File: config.mk
export PLATFORM = sky130hd
export DESIGN_NAME = fetch_buffer
export DESIGN_NICKNAME = d
export VERILOG_FILES = /design/src/rtl/fetch_buffer_pkg.sv /design/src/rtl/fetch_buffer_fifo_ctrl.sv /design/src/rtl/fetch_buffer.sv
export SDC_FILE = /design/constraint.sdc
export NUM_CORES = 1
export LEC_CHECK = 0
export ABC_AREA = 1
export BUFFER_PORTS_ARGS = -buffer_cell sky130_fd_sc_hd__clkbuf_2
export CAP_MARGIN = 30
export CORE_MARGIN = 2
export CORE_UTILIZATION = 45
export CTS_BUF_LIST = sky130_fd_sc_hd__clkbuf_16
export CTS_CLUSTER_SIZE = 10
export DETAILED_ROUTE_END_ITERATION = 12
export GPL_TIMING_DRIVEN = 0
export MAX_ROUTING_LAYER = met4
export PLACE_DENSITY_LB_ADDON = 0.08
export RECOVER_POWER = 50
export SKIP_LAST_GASP = 1
export SLEW_MARGIN = 15
export SYNTH_ARGS = -nofsm -noshare
export SYNTH_HDL_FRONTEND = slang
export SYNTH_SLANG_ARGS = --single-unit
File: constraint.sdc
create_clock -name i_clk -period 13.65 [get_ports i_clk]
set_input_delay 2.0475 -clock i_clk [delete_from_list [all_inputs] [get_ports i_clk]]
set_output_delay 2.0475 -clock i_clk [all_outputs]
set_load 0.02 [all_outputs]
File: src/rtl/fetch_buffer_pkg.sv
`default_nettype none
// ============================================================================
// Module   : fetch_buffer_pkg
// Purpose  : Shared constants, packet field layout and lane-mask helper for
//            the fetch buffer.
// Revision : 1.0  initial release
// ============================================================================
package fetch_buffer_pkg;

  localparam int FETCH_LANES = 4;
  localparam int INSTR_W     = 32;
  localparam int DATA_W      = FETCH_LANES * INSTR_W;
  localparam int IMASK_W     = FETCH_LANES;

  // Packet layout inside one storage entry: {pc, imask, data}
  localparam int DATA_LSB    = 0;
  localparam int IMASK_LSB   = DATA_LSB + DATA_W;
  localparam int PC_LSB      = IMASK_LSB + IMASK_W;

  // A fetch that starts mid-block leaves the lanes below the entry word invalid.
  function automatic logic [IMASK_W-1:0] imask_from_pc(input logic [1:0] word_sel);
    logic [IMASK_W-1:0] mask;
    case (word_sel)
      2'b00:   mask = 4'b1111;
      2'b01:   mask = 4'b1110;
      2'b10:   mask = 4'b1100;
      default: mask = 4'b1000;
    endcase
    return mask;
  endfunction

endpackage
`default_nettype wire

File: src/rtl/fetch_buffer_fifo_ctrl.sv
`default_nettype none
// ============================================================================
// Module   : fetch_buffer_fifo_ctrl
// Purpose  : Head/tail/count bookkeeping for a power-of-two circular queue
//            with a single-cycle flush that overrides push and pop.
// Revision : 1.0  initial release
// ============================================================================
module fetch_buffer_fifo_ctrl #(
  parameter int DEPTH = 8,
  parameter int PTR_W = 3
) (
  input  logic             clk,
  input  logic             rst_n,
  input  logic             flush,
  input  logic             push,
  input  logic             pop,
  output logic [PTR_W-1:0] head,
  output logic [PTR_W-1:0] tail,
  output logic [PTR_W:0]   count,
  output logic             full,
  output logic             empty,
  output logic             push_ok,
  output logic             pop_ok
);

  localparam logic [PTR_W:0] FULL_CNT = (PTR_W+1)'(DEPTH);

  // Full/empty come straight from the registered count, so a pop in the same
  // cycle never frees a slot for a push (keeps pop off the full timing path).
  assign full    = (count == FULL_CNT);
  assign empty   = (count == '0);
  assign push_ok = push && !full  && !flush;
  assign pop_ok  = pop  && !empty && !flush;

  // Pointer and occupancy update; flush wins over everything else.
  always_ff @(posedge clk or negedge rst_n) begin
    if (!rst_n) begin
      head  <= '0;
      tail  <= '0;
      count <= '0;
    end else if (flush) begin
      head  <= '0;
      tail  <= '0;
      count <= '0;
    end else begin
      if (push_ok) tail <= tail + 1'b1;
      if (pop_ok)  head <= head + 1'b1;
      case ({push_ok, pop_ok})
        2'b10:   count <= count + 1'b1;
        2'b01:   count <= count - 1'b1;
        default: count <= count;
      endcase
    end
  end

endmodule
`default_nettype wire

File: src/rtl/fetch_buffer.sv
`default_nettype none
// ============================================================================
// Module   : fetch_buffer
// Purpose  : First-word-fall-through packet FIFO between I-cache fetch and the
//            4-wide decoder. Each entry holds {PC, lane mask, 4 instructions}.
// Revision : 1.0  initial release
// ============================================================================
module fetch_buffer
  import fetch_buffer_pkg::*;
#(
  parameter int DEPTH     = 8,
  parameter int WIDTH_PC  = 32,
  parameter int WIDTH_PTR = 3
) (
  input  logic                  i_clk,
  input  logic                  i_rst_n,
  input  logic                  i_flush,
  input  logic                  i_we,
  input  logic [WIDTH_PC-1:0]   i_pc,
  input  logic [DATA_W-1:0]     i_data4x,
  output logic                  o_full,
  input  logic                  i_re,
  output logic                  o_valid,
  output logic [WIDTH_PC-1:0]   o_pc,
  output logic [DATA_W-1:0]     o_data4x,
  output logic [IMASK_W-1:0]    o_imask,
  output logic [WIDTH_PTR:0]    o_count
);

  localparam int ENTRY_W = PC_LSB + WIDTH_PC;

  logic [WIDTH_PTR-1:0] head;
  logic [WIDTH_PTR-1:0] tail;
  logic [WIDTH_PTR:0]   count;
  logic                 full;
  logic                 empty;
  logic                 push_ok;
  logic                 pop_ok;
  logic [ENTRY_W-1:0]   mem [DEPTH];
  logic [ENTRY_W-1:0]   head_entry;

  fetch_buffer_fifo_ctrl #(
    .DEPTH (DEPTH),
    .PTR_W (WIDTH_PTR)
  ) u_ctrl (
    .clk     (i_clk),
    .rst_n   (i_rst_n),
    .flush   (i_flush),
    .push    (i_we),
    .pop     (i_re),
    .head    (head),
    .tail    (tail),
    .count   (count),
    .full    (full),
    .empty   (empty),
    .push_ok (push_ok),
    .pop_ok  (pop_ok)
  );

  // Packet storage written at tail; not reset, outputs are gated by valid instead.
  always_ff @(posedge i_clk) begin
    if (push_ok) begin
      mem[tail] <= {i_pc, imask_from_pc(i_pc[3:2]), i_data4x};
    end
  end

  assign head_entry = mem[head];

  assign o_full   = full;
  assign o_valid  = !empty;
  assign o_count  = count;
  assign o_pc     = empty ? '0 : head_entry[PC_LSB +: WIDTH_PC];
  assign o_imask  = empty ? '0 : head_entry[IMASK_LSB +: IMASK_W];
  assign o_data4x = empty ? '0 : head_entry[DATA_LSB +: DATA_W];

endmodule
`default_nettype wire

==> summary.md <==
| Metric | Value |
|---|---|
| Detailed-route wire length | 147000 um |
| Critical path type | flip-flop to output port |
| Minimum period implied by the final worst setup slack | 5.58 ns |
| Area growth from synthesis to layout | 18.1% |
| I/O Buffers | 334 |
| Violated checks | capacitance limit, slew limit |
| Netlist Area Pre-Place | 51000 sq um |
| Final hold violation count | 0 |
| Post-route setup TNS | 0 ns |
| Dominant cell type by area after synthesis | sky130_fd_sc_hd__edfxtp_1 |
| Row Count | 123 |
| Net count after synthesis | 3964 |
| Pin count of the biggest net entering global routing | 24 |
| Clock slew at reported path FFs | 0.05 ns |
| Total overflow reported by the global router | 0 |
| Crit path max fanout | 10 |
| Total Power Consumption | 12.1 mW |
| Count of instances resized after the clock tree is built | 0 |
| Distinct cell type count of the synthesized netlist | 22 |
| Hpwl dp | 95900 um |
| Total via count after detailed routing | 32800 |
| Core box area | 112000 sq um |
| Post-CTS setup-driven buffer insertion count | 0 |
| VDD IR max | 112 uV |
| Worst slack at placement | 8.83 ns |
| Tcrit/Tclk final | 40.9% |
| Pins Over Slew Limit | 79 |
| Share of post-route cells with drive strength above 1 | 12.4% |
| Tightest Hold Check Type | flip-flop to flip-flop |
| Area of the die | 116000 sq um |
| Critical path endpoint category | output port |
| Synthesized area divided by synthesized cell count | 13.4 sq um |
| I/O pin count | 335 |
| Worst Hold Slack | 0.568 ns |
| Total Routing Usage GR | 25.9% |
| Top post-synthesis cells by area | sky130_fd_sc_hd__edfxtp_1 (77%), sky130_fd_sc_hd__nor2_1 (7.3%), sky130_fd_sc_hd__o21ai_0 (5.1%) |
| Run status | finished, violations left |
| Effective utilization at floorplan | 45.4% |
| Cell area after placement | 56300 sq um |
| Antenna-violating nets left | 0 |
| Sequential-to-total area share from yosys stat | 77.3% |
| Number of cells on the worst reg-to-reg path | 10 |
| Most frequent standard cell in the layout excluding fill and tap cells | sky130_fd_sc_hd__edfxtp_1 |
| Number of hold buffers added after cts | 0 |
| Placed cell count | 5702 |
| Height of the die | 341 um |
| Total of endpoints with negative setup slack in the final report | 0 |
| Total DRC errors in the routed layout | 0 |
| Least-Margin Pin Slew | 2.00 ns |
| Clk Latency, worst-skew pair | 0.74 ns |
| First-pass GRT wire length | 213000 um |
| Filler Cell Count | 9578 |
| Net count of the finished layout | 4524 |
| Post-layout util | 53.6% |
| MaxCap Viol Count | 7 |
| Root Buffer Master | sky130_fd_sc_hd__clkbuf_16 |
| Commonest non-fill, non-tap cells in the layout | sky130_fd_sc_hd__edfxtp_1 (1304), sky130_fd_sc_hd__nor2_1 (990), sky130_fd_sc_hd__o21ai_0 (523) |
| Clock tree from TritonCTS | done |
| Filler-free cell count of the finished design | 5914 |
| Arrival time reported for the critical path endpoint | 3.53 ns |
| Average vias per placed instance | 5.54 |
| RePlAce Congestion | 0.793 |
| P_leak | 20.1 nW |
| Number of buffers created by CTS | 151 |
| Initial antenna violation count | 21 |
| Maximum count of clock buffers along a single path | 3 |
| Fin worst setup slack | 8.07 ns |
| Final std cell area, no fill | 60200 sq um |
| Die Width | 341 um |
| Count of yosys warnings during synthesis | 0 |
| Max-slew headroom at the worst pin | -33.9% |
| First-pass DRT Iterations | 8 |
| Gate count of the mapped netlist | 3795 |
| Timing-limited maximum frequency | 179 MHz |
| Required time of the worst setup path | 11.60 ns |
| Seq cells post-synth | 1314 |
| Cell Pwr Density | 201 nW/um^2 |
| First-iteration detailed-routing DRC count | 2871 |
| Proportion of netlist area held by the largest area contributor | 76.8% |
| Via count of the first global-routing pass | 32000 |
| RSZ-0062 raised after global routing | false |
| Hold Path Depth | 1 |
| Clk sinks | 1314 |
| H-tree lvl count | 4 |
| Startpoint type of the worst setup path | flip-flop |
| Fin Clk Skew | 0.0189 ns |
| Post-DR wirelength/cell | 24.9 um |
-- path summary, 6_finish.rpt --
check	startpoint	endpoint	slack, ns
worst max-delay path	u_ctrl.count[0]	o_data4x[101]	8.07
min in group asynchronous	i_rst_n	u_ctrl.count[0]	1.28
worst min-delay path	u_ctrl.count[0]	u_ctrl.count[0]	0.57
max in group asynchronous	i_rst_n	u_ctrl.head[1]	11.98
worst max register to register	u_ctrl.count[0]	mem[5][35]	10.06
worst min register to register	u_ctrl.count[0]	u_ctrl.count[0]	0.57
-- Yosys cell counts (all sizes together) --
| library cell | number |
|---|---|
| clkbuf | 134 |
| o21ai | 824 |
| a21oi | 2 |
| ha | 4 |
| xnor2 | 1 |
| buf | 137 |
| nand3 | 8 |
| nand4 | 1 |
| a31oi | 163 |
| inv | 21 |
| nand2 | 31 |
| o22ai | 164 |
| dfrtp | 10 |
| edfxtp | 1304 |
| nand3b | 1 |
| nor2 | 990 |
-- flip-flops by register name (all words and copies together), names as in the netlist --
signal        count
u_ctrl.count      4
u_ctrl.head       3
mem            1304
u_ctrl.tail       3
-- power by group --
part           total (mW)  switching (mW)  leakage (nW)  internal, mW
registers            4.58          0.0283          11.9          4.55
clock network        3.51            1.49          2.11          2.02
logic                3.99            2.88          6.09          1.11
-- area by class of cell --
| class | count | area [sq um] | share of cell area, % |
|---|---|---|---|
| diodes | 17 | 42.5 | 0.0707 |
| plain buffers | 271 | 1340 | 2.23 |
| clock buffers | 156 | 3900 | 6.49 |
| clock inverters | 39 | 218 | 0.362 |
| inverters | 21 | 78.8 | 0.131 |
| multi-input cells | 2189 | 10100 | 16.8 |
| flip-flops and latches | 1314 | 39400 | 65.5 |
| well taps | 1500 | 1880 | 3.12 |
| repair buffers | 407 | 3170 | 5.27 |
-- cells by family (layout without fill, tap and decap cells) --
| family | Yosys count | in the layout | share of synthesized area (%) |
|---|---|---|---|
| xor+xnor | 1 | 1 | 0.0172 |
| buf+inv | 292 | 894 | 2.78 |
| simple gates | 1031 | 1031 | 7.64 |
| flops | 1314 | 1314 | 77.3 |
| fa+ha+maj | 4 | 4 | 0.0982 |
| other cells | 0 | 17 | 0 |
| compound gates | 1153 | 1153 | 12.1 |
-- layer usage --
layer	GRT usage (%)	part of all wire (%)	up-vias
met5	-	0	-
met4	7.93	2.8	0
met3	5.31	7.2	245
met2	41.0	48	1095
met1	33.9	42	16200
li1	-	-	15200
-- critical path: stages, from the launching register on --
cell and delay [ns]:
sky130_fd_sc_hd__dfrtp_1 0.43, sky130_fd_sc_hd__nor2_1 0.08, sky130_fd_sc_hd__nand2_1 0.18, sky130_fd_sc_hd__clkbuf_1 0.74
sky130_fd_sc_hd__clkbuf_1 0.52, sky130_fd_sc_hd__o21ai_1 0.17, sky130_fd_sc_hd__a31oi_1 0.40, sky130_fd_sc_hd__clkbuf_2 0.26
No activity file was read; power rests on OpenSTA's default activity.
